File: config.mk
export PLATFORM = sky130hd
export DESIGN_NAME = serial_subtractor_ctrl
export DESIGN_NICKNAME = d
export VERILOG_FILES = /design/src/rtl/serial_subtractor_ctrl.sv
export SDC_FILE = /design/constraint.sdc
export NUM_CORES = 1
export LEC_CHECK = 0
export CAP_MARGIN = 25
export CELL_PAD_IN_SITES_DETAIL_PLACEMENT = 1
export CELL_PAD_IN_SITES_GLOBAL_PLACEMENT = 2
export CORE_ASPECT_RATIO = 0.6
export CORE_MARGIN = 4
export CORE_UTILIZATION = 36
export DETAILED_ROUTE_END_ITERATION = 8
export HOLD_SLACK_MARGIN = 0.05
export MAX_ROUTING_LAYER = met4
export PLACE_DENSITY = 0.83
export SLEW_MARGIN = 30
export SYNTH_ARGS = -nofsm -noshare
export SYNTH_HDL_FRONTEND = slang
export SYNTH_SLANG_ARGS = --single-unit
File: constraint.sdc
create_clock -name clk -period 3.4 [get_ports clk]
set_clock_uncertainty 0.2 [all_clocks]
set_input_delay 1.02 -clock clk [delete_from_list [all_inputs] [get_ports clk]]
set_output_delay 1.02 -clock clk [all_outputs]
set_load 0.02 [all_outputs]
File: src/rtl/serial_subtractor_ctrl.sv
// serial_subtractor_ctrl: bit-serial a - b controller around an external
// single-bit full subtractor. Operands are fed LSB first, one bit pair per
// clock, with the previous borrow returned on fs_z.
// Optional feature: define SERIAL_SUB_SIGNED_EN to add the registered signed
// overflow output.
module serial_subtractor_ctrl #(
  parameter int unsigned WIDTH = 8
) (
  input  logic             clk,
  input  logic             rst,
  input  logic             start,
  input  logic [WIDTH-1:0] a,
  input  logic [WIDTH-1:0] b,
  output logic             busy,
  output logic             done,
  output logic [WIDTH-1:0] diff,
  output logic             borrow_out,
  output logic             fs_x,
  output logic             fs_y,
  output logic             fs_z,
  input  logic             fs_diff,
  input  logic             fs_borrow
`ifdef SERIAL_SUB_SIGNED_EN
  ,
  output logic             overflow
`endif
);

  localparam int unsigned CW = $clog2(WIDTH);
  localparam logic [CW-1:0] LAST_BIT = CW'(WIDTH - 1);

  localparam logic [1:0] IDLE  = 2'd0;
  localparam logic [1:0] SHIFT = 2'd1;
  localparam logic [1:0] DONE  = 2'd2;

  logic [1:0]       state_q, state_d;
  logic [WIDTH-1:0] a_sh_q, a_sh_d;
  logic [WIDTH-1:0] b_sh_q, b_sh_d;
  logic [WIDTH-2:0] diff_sh_q, diff_sh_d;
  logic             borrow_q, borrow_d;
  logic [CW-1:0]    count_q, count_d;
  logic [WIDTH-1:0] diff_q, diff_d;
  logic             borrow_out_q, borrow_out_d;
  logic             busy_q, busy_d;
  logic             done_q, done_d;
  logic [WIDTH-1:0] diff_cat;
`ifdef SERIAL_SUB_SIGNED_EN
  logic             a_msb_q, a_msb_d;
  logic             b_msb_q, b_msb_d;
  logic             ovf_q, ovf_d;
`endif

  // Incoming diff bit joined with the bits collected so far
  assign diff_cat = {fs_diff, diff_sh_q};

  // Next-state decode: IDLE -> SHIFT -> DONE -> IDLE
  always_comb begin
    state_d = state_q;
    case (state_q)
      IDLE:    if (start) state_d = SHIFT;
      SHIFT:   if (count_q == LAST_BIT) state_d = DONE;
      DONE:    state_d = IDLE;
      default: state_d = IDLE;
    endcase
  end

  // Datapath next values: operand load, per-bit shift, result capture
  always_comb begin
    a_sh_d       = a_sh_q;
    b_sh_d       = b_sh_q;
    diff_sh_d    = diff_sh_q;
    borrow_d     = borrow_q;
    count_d      = count_q;
    diff_d       = diff_q;
    borrow_out_d = borrow_out_q;
    busy_d       = (state_d == SHIFT);
    done_d       = (state_d == DONE);
`ifdef SERIAL_SUB_SIGNED_EN
    a_msb_d      = a_msb_q;
    b_msb_d      = b_msb_q;
    ovf_d        = ovf_q;
`endif
    case (state_q)
      IDLE: begin
        if (start) begin
          a_sh_d    = a;
          b_sh_d    = b;
          diff_sh_d = '0;
          borrow_d  = 1'b0;
          count_d   = '0;
`ifdef SERIAL_SUB_SIGNED_EN
          a_msb_d   = a[WIDTH-1];
          b_msb_d   = b[WIDTH-1];
`endif
        end
      end
      SHIFT: begin
        diff_sh_d = diff_cat[WIDTH-1:1];
        borrow_d  = fs_borrow;
        a_sh_d    = {1'b0, a_sh_q[WIDTH-1:1]};
        b_sh_d    = {1'b0, b_sh_q[WIDTH-1:1]};
        count_d   = count_q + CW'(1);
        if (count_q == LAST_BIT) begin
          diff_d       = diff_cat;
          borrow_out_d = fs_borrow;
`ifdef SERIAL_SUB_SIGNED_EN
          ovf_d        = (a_msb_q ^ b_msb_q) & (fs_diff ^ a_msb_q);
`endif
        end
      end
      default: ;
    endcase
  end

  // State and datapath registers, asynchronously cleared
  always_ff @(posedge clk or posedge rst) begin
    if (rst) begin
      state_q      <= IDLE;
      a_sh_q       <= '0;
      b_sh_q       <= '0;
      diff_sh_q    <= '0;
      borrow_q     <= 1'b0;
      count_q      <= '0;
      diff_q       <= '0;
      borrow_out_q <= 1'b0;
      busy_q       <= 1'b0;
      done_q       <= 1'b0;
`ifdef SERIAL_SUB_SIGNED_EN
      a_msb_q      <= 1'b0;
      b_msb_q      <= 1'b0;
      ovf_q        <= 1'b0;
`endif
    end else begin
      state_q      <= state_d;
      a_sh_q       <= a_sh_d;
      b_sh_q       <= b_sh_d;
      diff_sh_q    <= diff_sh_d;
      borrow_q     <= borrow_d;
      count_q      <= count_d;
      diff_q       <= diff_d;
      borrow_out_q <= borrow_out_d;
      busy_q       <= busy_d;
      done_q       <= done_d;
`ifdef SERIAL_SUB_SIGNED_EN
      a_msb_q      <= a_msb_d;
      b_msb_q      <= b_msb_d;
      ovf_q        <= ovf_d;
`endif
    end
  end

  // busy_q mirrors SHIFT, so the bit pair and borrow are gated to 0 elsewhere
  assign fs_x       = busy_q & a_sh_q[0];
  assign fs_y       = busy_q & b_sh_q[0];
  assign fs_z       = busy_q & borrow_q;
  assign busy       = busy_q;
  assign done       = done_q;
  assign diff       = diff_q;
  assign borrow_out = borrow_out_q;
`ifdef SERIAL_SUB_SIGNED_EN
  assign overflow   = ovf_q;
`endif

endmodule
==> flow_metrics.py, run 1 <==
metrics = {
    "outcome": {
        "status": "completed",
    },
    "placed_design": {
        "placed_cell_area_sq_um": 2145,
        "hpwlAfterDp_um": 2763,
        "place_ws_ns": 0.3668,
        "gp_congestion": 0.7265,
        "port_buffers": 34,
    },
    "run": {
        "cap_violations": 0,
    },
    "final_layout": {
        "final_area_sq_um": 2237,
        "layout.nets": 198,
        "area.growth.synth_to_final_pct": 26.18,
        "num_antenna_cells": 0,
        "drive_above_1_share_pct": 12.50,
    },
    "global_routing": {
        "grtUsageTotal_pct": 14.25,
        "grt_pass1_wl_um": 6727,
        "grt_util_met1_pct": 19.14,
        "met2_usage_pct": 20.37,
        "grt.met3_usage_pct": 3.356,
        "grt_pass1_vias": 1330,
        "grt_max_degree": 41,
        "antenna_found_initial": 0,
        "overflow": 0,
        "gr-max-usage-layer": "met2",
    },
    "drt": {
        "first_pass_iters": 4,
        "ant_nets": 0,
        "dr.first_iter.drc_count": 36,
        "routed_wl_um": 3891,
        "vias": 1229,
        "via_per_inst": 5.142,
        "drc": 0,
        "wl_per_cell_um": 16.28,
    },
    "timing": {
        "fmax_mhz": 371.3,
        "hold_viol_final": 0,
        "min_period_over_period_pct": 79.21,
        "relSlewSlack_pct": 42.01,
        "setup_ws_ns": 0.7070,
        "tns_ns": 0,
        "worst_pin_slew_ns": 0.8699,
        "finalSetupViolations": 0,
        "finalWorstPathRequiredPeriod_ns": 2.693,
        "rsz0062_at_grt": "false",
        "drv_slew": 0,
    },
    "logic_synthesis": {
        "synthesis.nets": 165,
        "syn_inst": 142,
        "synth_seq_cells": 40,
        "syn-mean-instance-area_sq_um": 12.49,
        "synth_warnings": 0,
        "seq_area_frac_synth_pct": 56.46,
        "synth_cell_types": 29,
        "netlist_area_sq_um": 1773,
    },
    "critical_path": {
        "path_max_fanout": 17,
        "startpoint_type": "input pin",
        "crit_path_end_kind": "register",
        "critPathRequiredTime_ns": 3.38,
        "rr_worst_depth": 3,
        "cp.arrival_ns": 2.68,
        "crit_type": "in2reg",
    },
    "clock_network": {
        "path_clk_slew_ns": 0.07,
        "postCtsHoldBufs": 0,
        "post_cts_buffers": 0,
        "clk_latency_ns": 0.29,
        "cts_resized": 0,
        "root_buffer": "clkbuf_8",
        "cts_buffers": 5,
        "cts.sinks": 40,
        "tritoncts": "built",
        "cts_buffer_depth": 2,
        "htreeDepth": 2,
    },
    "die": {
        "start_util_pct": 38.05,
        "dieArea_sq_um": 6149,
        "die_x_um": 98.60,
        "coreArea_sq_um": 4659,
        "ioPinCount": 35,
        "die_h_um": 62.36,
        "num_rows": 19,
    },
    "power_and_ir_drop": {
        "powerDensity_nw_per_um2": 886.9,
        "p_leak_nw": 0.9696,
        "ir_worst_vdd_mv": 0.2970,
    },
    "worst_hold_path": {
        "min_path_cells": 1,
        "hold_path.class": "reg2reg",
    },
}
metal layers:
metal / vias to the layer above / share of wire [%]
li1: 578 / -
met1: 613 / 50
met2: 29 / 44
met3: 9 / 3.4
met4: 0 / 2.5
met5: - / 0
cell type report:
cell class,count,area (sq um)
multi-input combinational,83,673.1
clock buffer,6,82.58
timing repair buffer,36,355.3
sequential,40,1001
fill,493,2422
clock inverter,2,10.01
tap,63,78.83
inverter,9,36.28
synthesized netlist by cell type, drive strengths merged:
cell,number,area share (%)
nor4b,4,2.0
o22a,5,2.5
o21ai,5,1.4
or2,1,0.35
and2,3,1.1
dfrtp,40,56
a22o,12,5.9
a21oi,7,2.0
a211oi,3,1.3
mux2,10,7.4
nand2b,7,2.5
nor2,2,0.56
a221oi,1,0.85
a221o,5,2.8
nand2,6,1.7
nor3b,9,3.8
buf,8,3.1
inv,9,2.0
nor2b,1,0.49
ha,2,1.4
clkbuf,2,0.42
logic make-up (layout without fill, tap and decap cells):
| logic type | after synthesis | in the layout | synth area share [%] |
|---|---|---|---|
| compound gates | 38 | 38 | 16.72 |
| mux | 10 | 10 | 7.410 |
| buf+inv | 19 | 53 | 5.575 |
| fa+ha+maj | 2 | 2 | 1.411 |
| flops | 40 | 40 | 56.46 |
| simple gates | 33 | 33 | 12.42 |
registers in the layout, summed over array words and instances, names as in the netlist:
| name | flops |
|---|---|
| b_sh_q | 8 |
| state_q | 2 |
| borrow_q | 1 |
| a_sh_q | 8 |
| borrow_out | 1 |
| diff | 8 |
| busy | 1 |
| done | 1 |
| diff_sh_q | 7 |
| count_q | 3 |
worst paths after layout:
kind	slack, ns	endpoint	from
max in group asynchronous	1.69	b_sh_q[2]	rst
hold / removal	0.29	diff[5]	diff[5]
setup / recovery	0.71	count_q[0]	start
min in group asynchronous	0.96	diff[0]	rst
setup reg to reg	1.29	count_q[0]	state_q[0]
hold reg to reg	0.29	diff[5]	diff[5]
stage by stage:
step,hold WS [ns],util (%),cells,power [mW]
finish,0.2935,48.01,239,1.984
global route,0.3230,48.01,239,2.136
CTS,0.2992,48.01,239,2.016
detailed placement,0.2807,46.03,231,1.684
global placement,0.2783,46.03,231,1.637
floorplan,0.2577,-,142,1.395
placed cells by master, fill, tap and decap left out, drive strengths merged, types with 6 or more instances in the layout:
| cell | netlist | routed |
|---|---|---|
| nand2 | 6 | 6 |
| clkdlybuf4s50 | 0 | 34 |
| inv | 9 | 9 |
| a21oi | 7 | 7 |
| a22o | 12 | 12 |
| nand2b | 7 | 7 |
| nor3b | 9 | 9 |
| clkbuf | 2 | 6 |
| dfrtp | 40 | 40 |
| mux2 | 10 | 10 |
worst max-delay path, stage by stage:
cell	delay, ns
clkdlybuf4s50_1	0.67
nor2_2	0.13
or2_1	0.48
mux2_2	0.36
where the power goes:
group          switching (mW)  internal [mW]  leakage, nW  total, mW
sequential              0.174          0.690        0.495      0.864
clock                   0.160          0.162       0.0510      0.322
combinational           0.364          0.435        0.424      0.798
(Power assumes the default switching activity.)
==> run 2, diff against run 1 <==
Settings changed: CORE_UTILIZATION 36 to 30, PLACE_DENSITY 0.83 to 0.74.
Clock period 3.4 ns to 2.4 ns, I/O delays scaled along.
==> run 2 against run 1 <==
Sequential power rose by 35%. Register-to-register slack got worse by 0.59 ns. Critical endpoint is now fs_y. Utilization fell by 7.3 points. Combinational power rose by 50%. Largest power group is now combinational cells. Global-route usage fell by 2.2 points. First-iteration DRC count rose by 47%. Final area rose by 2.9%. Non-clock buffer count rose by 5. Critical path depth fell by 2.
==> flow_metrics.py, run 2 (synthesized netlist as in run 1, its figures left out) <==
metrics = {
    "global_routing": {
        "antenna_found_initial": 0,
        "overflow": 0,
        "grt_pass1_wl_um": 6479,
        "grt_pass1_vias": 1310,
        "grtUsageTotal_pct": 12.01,
        "grt_max_degree": 41,
    },
    "die": {
        "start_util_pct": 31.38,
        "ioPinCount": 35,
        "dieArea_sq_um": 7244,
        "coreArea_sq_um": 5649,
        "num_rows": 21,
        "die_h_um": 67.55,
        "die_x_um": 107.2,
    },
    "final_layout": {
        "final_common_cell": "dfrtp_1",
        "num_antenna_cells": 0,
        "area.growth.synth_to_final_pct": 29.85,
        "n_fill_cell": 611,
        "utilization_pct": 40.75,
        "mostFrequentLayoutCells": "40 x dfrtp_1, 33 x clkdlybuf4s50_1, 12 x a22o_1",
        "final_area_sq_um": 2302,
        "drive_above_1_share_pct": 14.44,
        "layout.nets": 203,
    },
    "drt": {
        "via_per_inst": 4.696,
        "routed_wl_um": 3820,
        "first_pass_iters": 3,
        "vias": 1221,
        "ant_nets": 0,
        "wl_per_cell_um": 14.69,
        "drc": 0,
        "dr.first_iter.drc_count": 53,
    },
    "power_and_ir_drop": {
        "total_power_mw": 2.843,
        "p_leak_nw": 1.008,
        "powerDensity_nw_per_um2": 1235,
        "ir_worst_vdd_mv": 0.2720,
    },
    "critical_path": {
        "rrSetupSlack_ns": 0.70,
        "crit_path_end_kind": "primary output",
        "crit_start": "busy",
        "rr_startpoint": "state_q[0]",
        "cp.arrival_ns": 1.39,
        "startpoint_type": "register",
        "path_max_fanout": 4,
        "critPathRequiredTime_ns": 1.48,
        "crit_type": "reg2out",
        "reg2reg_to": "a_sh_q[3]",
        "endpoint": "fs_y",
        "rr_worst_depth": 5,
    },
    "clock_network": {
        "clk_latency_ns": 0.29,
        "postCtsHoldBufs": 0,
        "path_clk_slew_ns": 0.07,
        "tritoncts": "built",
        "root_buffer": "clkbuf_8",
        "htreeDepth": 2,
        "cts.sinks": 40,
        "cts_buffer_depth": 2,
        "cts_buffers": 5,
    },
    "timing": {
        "whs_ns": 0.2968,
        "drv_slew": 0,
        "relSlewSlack_pct": 67.42,
        "fmax_mhz": 433.0,
        "tns_ns": 0,
        "finalSetupViolations": 0,
        "finalWorstPathRequiredPeriod_ns": 2.309,
        "hold_viol_final": 0,
        "rsz0062_at_grt": "false",
        "min_period_over_period_pct": 96.22,
        "worst_pin_slew_ns": 0.4888,
    },
    "worst_hold_path": {
        "min_path_cells": 1,
        "hold_path.class": "reg2reg",
        "hold_start": "diff[6]",
    },
    "placed_design": {
        "gp_congestion": 0.7487,
        "port_buffers": 34,
        "hpwlAfterDp_um": 2750,
        "placed_cell_area_sq_um": 2203,
    },
    "run": {
        "cap_violations": 0,
    },
    "outcome": {
        "status": "completed",
    },
}
==> run 2: repair_timing <==
action / CTS / global route
resized for setup: 0 / 1
endpoints found under the hold margin: 0 / 0
setup buffers: 0 / 0
endpoints found under the setup margin: 0 / 1
==> run 2: layout make-up <==
cell class                 instances  area, sq um  area share (%)
clock buffer                       7        96.34           4.185
sequential                        40         1001           43.48
timing repair buffer              41        395.4           17.17
tap                               80        100.1           4.348
inverter                           9        36.28           1.576
multi-input combinational         83        673.1           29.24
==> run 2: critical path, stage by stage (launching register included) <==
cell and delay, ns:
dfrtp_1 0.38, and2_1 0.14, clkdlybuf4s50_1 0.59
==> run 2: how the worst min path moves through the flow <==
stage                     slack, ns       end
after floorplan                0.26  borrow_q
after global placement         0.28   diff[3]
after detailed placement       0.29   diff[7]
after CTS                      0.31   diff[6]
after global routing           0.32   diff[7]
final                          0.30   diff[6]
==> run 2: through the flow <==
stage / instances / setup WS (ns)
6_report: 260 / 0.09063
5_1_grt: 260 / 0.009415
4_1_cts: 260 / 0.05863
3_5_place_dp: 253 / 0.03544
3_3_place_gp: 253 / 0.09185
2_1_floorplan: 142 / 0.5624
==> run 2: power by group <==
| part | switching [mW] | internal (mW) |
|---|---|---|
| sequential | 0.192 | 0.979 |
| clock | 0.214 | 0.256 |
| combinational | 0.560 | 0.642 |
| total | 0.966 | 1.88 |
==> run 2: routing by layer <==
metal	routed length (um)	vias to the layer above	track usage, %
met5	0	-	-
met4	65	0	5.742
met3	156	5	3.343
met2	1668	18	16.90
met1	1930	609	16.00
li1	-	589	-
